--- src/rtl/udp_tx_pkg.sv ---
// Shared definitions for the UDP TX scheduler: FSM encoding and MAC beat field widths.
package udp_tx_pkg;

  localparam logic [1:0] S_IDLE  = 2'd0;
  localparam logic [1:0] S_GRANT = 2'd1;
  localparam logic [1:0] S_XFER  = 2'd2;
  localparam logic [1:0] S_GAP   = 2'd3;

  localparam int DATA_W = 32;
  localparam int MOD_W  = 2;

  typedef enum logic [1:0] {
    IDLE  = S_IDLE,
    GRANT = S_GRANT,
    XFER  = S_XFER,
    GAP   = S_GAP
  } state_t;

endpackage

--- src/rtl/udp_tx_scheduler_rr_pick.sv ---
// Combinational round-robin selector: first eligible source above last_grant, wrapping.
module rr_pick
  import udp_tx_pkg::*;
#(
  parameter int N     = 3,
  parameter int IDX_W = 2
) (
  input  logic [N-1:0]     eligible,
  input  logic [IDX_W-1:0] last_grant,
  output logic [N-1:0]     onehot,
  output logic [IDX_W-1:0] index,
  output logic             any
);

  always_comb begin
    int cand;
    cand   = 0;
    onehot = '0;
    index  = '0;
    any    = 1'b0;
    for (int k = 1; k <= N; k++) begin
      cand = int'(last_grant) + k;
      if (cand >= N) cand = cand - N;
      if (!any && eligible[cand]) begin
        any          = 1'b1;
        onehot[cand] = 1'b1;
        index        = IDX_W'(cand);
      end
    end
  end

endmodule

--- src/rtl/udp_tx_scheduler.sv ---
// Round-robin scheduler sharing one MAC TX stream between packet sources,
// with packet-boundary grants, inter-packet gap and a stall watchdog.
//
// state | meaning
// IDLE  | arbitrate among src_req & src_en
// GRANT | granted, waiting for the sop beat (watchdog drops the grant)
// XFER  | forwarding beats until eop (watchdog emits an error eop)
// GAP   | GAP_CYC idle cycles before the next arbitration
module udp_tx_scheduler
  import udp_tx_pkg::*;
#(
  parameter int N_SRC   = 3,
  parameter int TIMEOUT = 1024,
  parameter int GAP_CYC = 4,
  parameter int TO_W    = 11
) (
  input  logic                    clk,
  input  logic                    rst,
  input  logic [N_SRC-1:0]        src_req,
  input  logic [N_SRC-1:0]        src_en,
  input  logic [N_SRC-1:0]        src_wren,
  input  logic [N_SRC-1:0]        src_sop,
  input  logic [N_SRC-1:0]        src_eop,
  input  logic [MOD_W*N_SRC-1:0]  src_mod,
  input  logic [DATA_W*N_SRC-1:0] src_data,
  output logic [N_SRC-1:0]        src_rdy,
  output logic [N_SRC-1:0]        gnt,
  input  logic                    tx_rdy,
  output logic                    tx_wren,
  output logic                    tx_sop,
  output logic                    tx_eop,
  output logic [MOD_W-1:0]        tx_mod,
  output logic [DATA_W-1:0]       tx_data,
  output logic                    tx_err,
  output logic                    drop_pulse
);

  localparam int IDX_W = (N_SRC > 1) ? $clog2(N_SRC) : 1;
  localparam int GAP_W = (GAP_CYC > 1) ? $clog2(GAP_CYC) : 1;
  localparam logic [TO_W-1:0]  TO_LAST  = TO_W'(TIMEOUT - 1);
  localparam logic [GAP_W-1:0] GAP_LAST = GAP_W'((GAP_CYC > 0) ? GAP_CYC - 1 : 0);
  // With no gap configured, a finished packet returns straight to arbitration.
  localparam state_t AFTER_PKT = (GAP_CYC == 0) ? IDLE : GAP;

  state_t             state;
  logic [IDX_W-1:0]   last_grant;
  logic [TO_W-1:0]    wd_cnt;
  logic [GAP_W-1:0]   gap_cnt;
  logic [N_SRC-1:0]   eligible;
  logic [N_SRC-1:0]   pick_oh;
  logic [IDX_W-1:0]   pick_idx;
  logic               pick_any;
  logic               sel_wren, sel_sop, sel_eop;
  logic [MOD_W-1:0]   sel_mod;
  logic [DATA_W-1:0]  sel_data;

  assign eligible = src_req & src_en;
  assign src_rdy  = ((state == GRANT) || (state == XFER)) ? (gnt & {N_SRC{tx_rdy}}) : '0;

  rr_pick #(.N(N_SRC), .IDX_W(IDX_W)) u_rr_pick (
    .eligible  (eligible),
    .last_grant(last_grant),
    .onehot    (pick_oh),
    .index     (pick_idx),
    .any       (pick_any)
  );

  always_comb begin
    sel_wren = 1'b0;
    sel_sop  = 1'b0;
    sel_eop  = 1'b0;
    sel_mod  = '0;
    sel_data = '0;
    for (int i = 0; i < N_SRC; i++) begin
      if (gnt[i]) begin
        sel_wren = src_wren[i];
        sel_sop  = src_sop[i];
        sel_eop  = src_eop[i];
        sel_mod  = src_mod[MOD_W*i +: MOD_W];
        sel_data = src_data[DATA_W*i +: DATA_W];
      end
    end
  end

  always_ff @(posedge clk or posedge rst) begin
    if (rst) begin
      state      <= IDLE;
      gnt        <= '0;
      last_grant <= IDX_W'(N_SRC - 1);
      wd_cnt     <= '0;
      gap_cnt    <= '0;
      tx_wren    <= 1'b0;
      tx_sop     <= 1'b0;
      tx_eop     <= 1'b0;
      tx_mod     <= '0;
      tx_data    <= '0;
      tx_err     <= 1'b0;
      drop_pulse <= 1'b0;
    end else begin
      tx_wren    <= 1'b0;
      tx_sop     <= 1'b0;
      tx_eop     <= 1'b0;
      tx_mod     <= '0;
      tx_data    <= '0;
      tx_err     <= 1'b0;
      drop_pulse <= 1'b0;
      case (state)
        IDLE: begin
          wd_cnt  <= '0;
          gap_cnt <= '0;
          if (pick_any) begin
            gnt        <= pick_oh;
            last_grant <= pick_idx;
            state      <= GRANT;
          end else begin
            gnt <= '0;
          end
        end
        GRANT: begin
          if (sel_wren && sel_sop) begin
            tx_wren <= 1'b1;
            tx_sop  <= 1'b1;
            tx_eop  <= sel_eop;
            tx_mod  <= sel_eop ? sel_mod : '0;
            tx_data <= sel_data;
            wd_cnt  <= '0;
            // A single-beat packet closes the grant immediately.
            if (sel_eop) begin
              gnt   <= '0;
              state <= AFTER_PKT;
            end else begin
              state <= XFER;
            end
          end else if (wd_cnt == TO_LAST) begin
            gnt        <= '0;
            drop_pulse <= 1'b1;
            state      <= AFTER_PKT;
          end else begin
            wd_cnt <= wd_cnt + TO_W'(1);
          end
        end
        XFER: begin
          if (sel_wren) begin
            tx_wren <= 1'b1;
            tx_sop  <= sel_sop;
            tx_eop  <= sel_eop;
            tx_mod  <= sel_eop ? sel_mod : '0;
            tx_data <= sel_data;
            wd_cnt  <= '0;
            if (sel_eop) begin
              gnt   <= '0;
              state <= AFTER_PKT;
            end
          end else if (wd_cnt == TO_LAST) begin
            tx_wren    <= 1'b1;
            tx_eop     <= 1'b1;
            tx_err     <= 1'b1;
            drop_pulse <= 1'b1;
            gnt        <= '0;
            state      <= AFTER_PKT;
          end else begin
            wd_cnt <= wd_cnt + TO_W'(1);
          end
        end
        GAP: begin
          if (gap_cnt == GAP_LAST) begin
            gap_cnt <= '0;
            state   <= IDLE;
          end else begin
            gap_cnt <= gap_cnt + GAP_W'(1);
          end
        end
        default: state <= IDLE;
      endcase
    end
  end

endmodule

--- config.mk ---
export PLATFORM = sky130hd
export DESIGN_NAME = udp_tx_scheduler
export DESIGN_NICKNAME = d
export VERILOG_FILES = /design/src/rtl/udp_tx_pkg.sv /design/src/rtl/udp_tx_scheduler_rr_pick.sv /design/src/rtl/udp_tx_scheduler.sv
export SDC_FILE = /design/constraint.sdc
export NUM_CORES = 1
export LEC_CHECK = 0
export BUFFER_PORTS_ARGS = -buffer_cell sky130_fd_sc_hd__buf_4
export CAP_MARGIN = 0
export CORE_UTILIZATION = 44
export CTS_BUF_LIST = sky130_fd_sc_hd__clkbuf_2 sky130_fd_sc_hd__clkbuf_4 sky130_fd_sc_hd__clkbuf_8
export DETAILED_ROUTE_END_ITERATION = 10
export PLACE_DENSITY_LB_ADDON = 0.12
export SYNTH_ARGS = -nofsm -noshare
export SYNTH_HDL_FRONTEND = slang
export SYNTH_SLANG_ARGS = --single-unit
--- constraint.sdc ---
create_clock -name clk -period 1.96 [get_ports clk]
set_input_delay 0.49 -clock clk [delete_from_list [all_inputs] [get_ports clk]]
set_output_delay 0.49 -clock clk [all_outputs]
set_load 0.02 [all_outputs]
* Word-level counts from Yosys, hierarchy flattened
Cells that the tools add are included.
Storage, ports and cells: bits of input ports 120, flip-flop bits (word level) 59, logic and storage cells 138, output and inout port bits 45
Cells by class: order comparisons 9, muxes and demuxes 83, $add $sub $neg 8, reduce and logical (&&, ||, !) cells 14, eq/ne operators 8, bitwise operators 4
Operators with widths (count):
- 32-bit two-way mux | 8
- 32-bit by 1-bit >= comparator with 1-bit output (second input constant) | 3
- 32-bit by 3-bit >= comparator with 1-bit output (second input constant) | 3
- 32-bit by 4-bit less-than comparator with 1-bit output (second input constant) | 3
- 32-bit by 3-bit subtractor with 32-bit output (second input constant) | 3
- 32-bit one-hot mux with 2 select lines | 1
- 11-bit two-way mux | 3
- 11-bit one-hot mux with 3 select lines | 1
- 2-bit two-way mux | 16
- 1-bit two-way mux | 31
- 3-bit two-way mux | 9
- 11-bit by 1-bit adder with 11-bit output (second input constant) | 1
- 11-bit by 10-bit equality test with 1-bit output (second input constant) | 1
- 3-bit one-hot mux with 3 select lines | 1
- 1-bit one-hot mux with 2 select lines | 4
- 2-bit one-hot mux with 2 select lines | 2
- 2-bit one-hot mux with 4 select lines | 1
- 2-bit by 2-bit adder with 3-bit output (second input constant) | 2
- 3-bit AND | 2
- 1-bit binary-select mux with 2-bit select | 3
- 1-bit demux with 2-bit select | 3
- 2-bit equality test (second input constant) | 3
- 1-bit logical AND | 6
- 3-bit OR | 2
- other kinds (12) | 14

* Logic depth before layout (Yosys ltp)
depth after elaboration 15, mapped depth 9, mapped depth without buffers 7

* Cells and area by module
From an unflattened synthesis, not the netlist that was laid out.
Second synthesis, totals: cell total of the unflattened synthesis 407, area, all modules 3453.3 um^2
By module, submodules not included:
- udp_tx_scheduler | instances 1, seq. area each 1477.7 um^2, cells an instance 365, area an instance 3166.8 um^2
- rr_pick | instances 1, seq. area each 0.0 um^2, cells an instance 42, area an instance 286.5 um^2

* Least setup slack after synthesis
No wires, ideal clock.
path type register to register, start register last_grant[1], end register state[0], setup slack -0.150 ns, data required time 1.835 ns, path buffers 1, stages on the path, launching flop included 9, setup time 0.125 ns, arrival time 1.985 ns, period minus slack after synthesis 2.110 ns, path through dfstp_2 inv_1 ha_1 buf_2 and2_1 o2111ai_1 a211oi_2 or4_1 a2bb2oi_1
On the way: longest elaborated chain between the ends 15, elaborated cells on any way between the ends 30, classes of those cells 6 x add/sub; 3 x order compare; 1 x eq/ne; 15 x mux; 5 x reduce/logical
RTL lines:
- start: declaration | line udp_tx_scheduler.sv:46 | logic [IDX_W-1:0] last_grant;
- start signal: assignment | line udp_tx_scheduler.sv:89 | last_grant <= IDX_W'(N_SRC - 1);
- start signal: assignment | line udp_tx_scheduler.sv:113 | last_grant <= pick_idx;
- 2-bit by 1-bit adder with 3-bit output | line udp_tx_scheduler_rr_pick.sv:22 | cand = int'(last_grant) + k;
- 32-bit by 3-bit subtractor with 32-bit output or 32-bit by 3-bit >= comparator with 1-bit output (tied branches) | line udp_tx_scheduler_rr_pick.sv:23 | if (cand >= N) cand = cand - N;
- 32-bit two-way mux | line udp_tx_scheduler_rr_pick.sv:23
- 1-bit binary-select mux with 2-bit select | line udp_tx_scheduler_rr_pick.sv:24 | if (!any && eligible[cand]) begin
- 1-bit two-way mux (implied by the code) (2 in a row) | line udp_tx_scheduler_rr_pick.sv:24
- 1-bit two-way mux | line udp_tx_scheduler_rr_pick.sv:24
- 1-bit zero test | line udp_tx_scheduler_rr_pick.sv:24
- 1-bit logical AND | line udp_tx_scheduler_rr_pick.sv:24
- 1-bit two-way mux | line udp_tx_scheduler_rr_pick.sv:24
- 1-bit zero test | line udp_tx_scheduler_rr_pick.sv:24
- 1-bit logical AND | line udp_tx_scheduler_rr_pick.sv:24
- 1-bit two-way mux (*) | line udp_tx_scheduler_rr_pick.sv:24
- 2-bit inequality test (no source line) (*)
- 3-bit AND reduction (no source line) (*)
- end signal: assignment | line udp_tx_scheduler.sv:87 | state <= IDLE;
- end signal: assignment | line udp_tx_scheduler.sv:114 | state <= GRANT;
- end signal: assignment | line udp_tx_scheduler.sv:130 | state <= AFTER_PKT;
- end: declaration | line udp_tx_scheduler.sv:45 | state_t state;
Mark *: on every way between the ends. The rest lies on a longest branch, timed or not. The select of a mux whose other input is x is not followed. A chain may end at the register's enable or synchronous reset.

* Worst setup path after layout
Same ends and word-level chain as after synthesis.

==> results.yml <==
timing:
  rsz0062_at_grt: "true"
  clock_skew_ns: 0.01312
  final_period_minus_worst_setup_slack_ns: 2.027
  worst_max_slew_margin_expressed_relative_to_the_limit_pct: 69.40
  fmaxAchievable_mhz: 493.4
  final_min_period_over_clock_period_pct: 103.4
  finalWorstSetupSlack_ns: -0.06680
  whs_ns: 0.1116
  timing_max_transition_violations_final: 0
  worstMarginPinSlew_ns: 0.4542
  timing.final.setup_violations: 3
  report.final.hold_viol_count: 0
pwr:
  total_power_mw: 6.530
  p_leak_nw: 2.763
  pwr_density_cell_mw_per_mm2: 1137
  vdd_ir_drop_max_mv: 0.5297
floorplanning:
  die-area_mm2: 0.008828
  die_w_um: 93.96
  placement_rows: 33
  die-height_um: 93.96
  io_pins: 165
  design.core.area_mm2: 0.008217
  initial_core_util_pct: 45.29
logic_synthesis:
  synth_area_leader_cell: "sky130_fd_sc_hd__dfrtp_1"
  synth.top_cell.area_share_pct: 39.00
  ys.warnings.count: 0
  asyncSetResetFlopFracSynth_pct: 100.0
  synth_flop_cell: "sky130_fd_sc_hd__dfrtp_1"
  postSynthAreaPerCell_um2: 8.755
  ranking_of_synthesized_cells_by_area: "sky130_fd_sc_hd__dfrtp_1 39%, sky130_fd_sc_hd__nor2_1 8.0%, sky130_fd_sc_hd__a22oi_1 6.9%"
  synthesis.nets: 559
  yosys.cell_types.count: 59
  netlist_area_mm2: 0.003721
  synth.ff_latch_count: 59
  postSynthCellCount: 425
  synth_edf_count: 0
  ys_seq_area_share_pct: 39.71
final_layout:
  fillerInstances: 664
  drive_above_1_share_pct: 43.95
  final_core_area_utilization_pct: 69.93
  areaGrowthSynthToFinish_pct: 54.40
  layout.cells.most_common: "sky130_fd_sc_hd__buf_4"
  nets: 757
  diodes: 0
  post_layout_nonfiller_instances: 733
  layout_common_cells: "208 x sky130_fd_sc_hd__buf_4, 79 x sky130_fd_sc_hd__nor2_1, 56 x sky130_fd_sc_hd__dfrtp_1"
setup_path:
  classification_of_the_worst_setup_path: "register to register"
  critical_path.max_fanout: 4
  worst_path_max_delay_cell: "sky130_fd_sc_hd__dfstp_2"
  crit_path_cell_trace: "inv_4 -> ha_4 -> and2_4 -> o2111ai_4 -> a211oi_4 -> or4_1 -> a2bb2oi_2"
  worstSetupEndpointType: "register"
  r2r_cells: 7
  critPathLaunchType: "register"
  max_stage_delay_ns: 0.59
  critical_path_arrival_ns: 2.23
  critical_path_required_ns: 2.17
run_status:
  result_of_the_run: "complete, but fails checks"
  failed_checks: "negative setup slack"
place:
  routabilityCongestion: 0.9450
  place.port_buffers: 164
  placedCellCount: 709
  dp_hpwl_mm: 8.775
route:
  antenna_violating_nets_post_route: 0
  detailroute.via_count: 4042
  routed_wirelength_mm: 11.49
  drt_pre_antenna_iters: 5
  routed_wire_length_per_instance_um: 15.67
  post-route-drc-count: 0
  dr_vias_cell: 5.514
  drt_iter0_markers: 199
grt:
  global_route.usage.met1_pct: 31.25
  vias_in_the_first_global_route: 3872
  global_route.usage.met2_pct: 46.05
  grt.busiest_layer: "met2"
  grtUsageMet3_pct: 5.825
  antenna_found_initial: 0
  gr-total-overflow: 0
  grt_first_pass_wirelength_mm: 17.97
  grt_max_degree: 52
  gr-usage-all-layers_pct: 26.35
clock_network:
  post_cts_hold_buffer_count: 0
  clk_transition_reported_paths_ns: 0.07
  cts_sinks: 59
  clk_path_buf_depth: 2
  cts_tree: "yes"
  worstSkewPairLatency_ns: 0.33
  clock_tree.htree_level_count: 3
  cts_inserted_buffers: 9
  cts_root_buf: "sky130_fd_sc_hd__clkbuf_8"
worst_hold_path:
  hold_path_class: "input pin to asynchronous set/reset pin"
job:
  timing.max_cap.violations: 0
[cell usage after synthesis (6+ instances only)]
library cell,number
sky130_fd_sc_hd__a21o_1,6
sky130_fd_sc_hd__a21oi_1,46
sky130_fd_sc_hd__a22oi_1,34
sky130_fd_sc_hd__clkbuf_1,16
sky130_fd_sc_hd__dfrtp_1,58
sky130_fd_sc_hd__ha_1,14
sky130_fd_sc_hd__inv_1,14
sky130_fd_sc_hd__nand2_1,23
sky130_fd_sc_hd__nand3_1,9
sky130_fd_sc_hd__nor2_1,79
sky130_fd_sc_hd__nor3_1,6
sky130_fd_sc_hd__o211ai_1,15
[critical path, delay by kind of cell (launching register included)]
family,cells,cell delay [ns]
buffers and inverters,1,0.06
AOI/OAI and AO/OA,3,0.52
adders and majority gates,1,0.16
DFF,1,0.59
and+or+nand+nor,2,0.57
[kinds of logic after synthesis]
kind of cell / after synthesis / synth area share (%)
multiplexers: 3 / 0.8406
flip-flops: 59 / 39.71
AND/OR/NAND/NOR: 156 / 19.70
buffers and inverters: 43 / 5.481
AO/OA/AOI/OAI: 150 / 29.56
adder cells (fa/ha/maj): 14 / 4.708
[cell type report]
type	instances	area [µm²]	share of cell area [%]
Inverter	14	57.56	1.002
Sequential cell	59	1480	25.76
Tap cell	105	131.4	2.287
Clock inverter	6	65.06	1.132
Timing Repair Buffer	216	1678	29.20
Clock buffer	10	137.6	2.395
Multi-Input combinational cell	323	2196	38.22
[path summary, 6_finish.rpt]
kind,start,to,slack [ns]
setup / recovery,last_grant[1],state[0],-0.07
hold / removal,rst,tx_data[18],0.11
setup reg to reg,last_grant[1],state[0],-0.07
hold reg to reg,gap_cnt[1],gap_cnt[1],0.51
max in group asynchronous,rst,last_grant[1],1.29
min in group clk,src_data[82],tx_data[18],0.40
[metrics by stage]
step,area (µm²),setup WS [ns],TNS [ns]
2_1_floorplan,3775,-0.02785,-0.05230
3_3_place_gp,5329,-0.006495,-0.008346
3_5_place_dp,5329,-0.08610,-0.2263
4_1_cts,5642,-0.04657,-0.09572
5_1_grt,5746,-0.1287,-0.4136
6_report,5746,-0.06680,-0.08692
[metal layers]
metal  share of wire (%)  wire [µm]
met1                  40       4569
met2                  52       6020
met3                 5.9        679
met4                 1.9        219
met5                   0          0
[state kept, by name, indices dropped and copies added (netlist names)]
name	flops
drop_pulse	1
tx_wren	1
tx_err	1
last_grant	2
gap_cnt	2
tx_mod	2
gnt	3
wd_cnt	11
state	2
tx_eop	1
tx_data	32
tx_sop	1
[what timing repair did]
action / 4_1_cts / 5_1_grt
setup endpoints to repair: 35 / 37
resized for setup: 15 / 18
buffers inserted: 4 / 4
pin swaps: 3 / 8
[report_power, final]
part	switching [mW]	internal, mW	total, mW
Sequential	0.145	1.32	1.46
Combinational	2.09	1.87	3.96
Clock	0.484	0.621	1.11
Note: power is estimated with default switching activity, not from simulation.
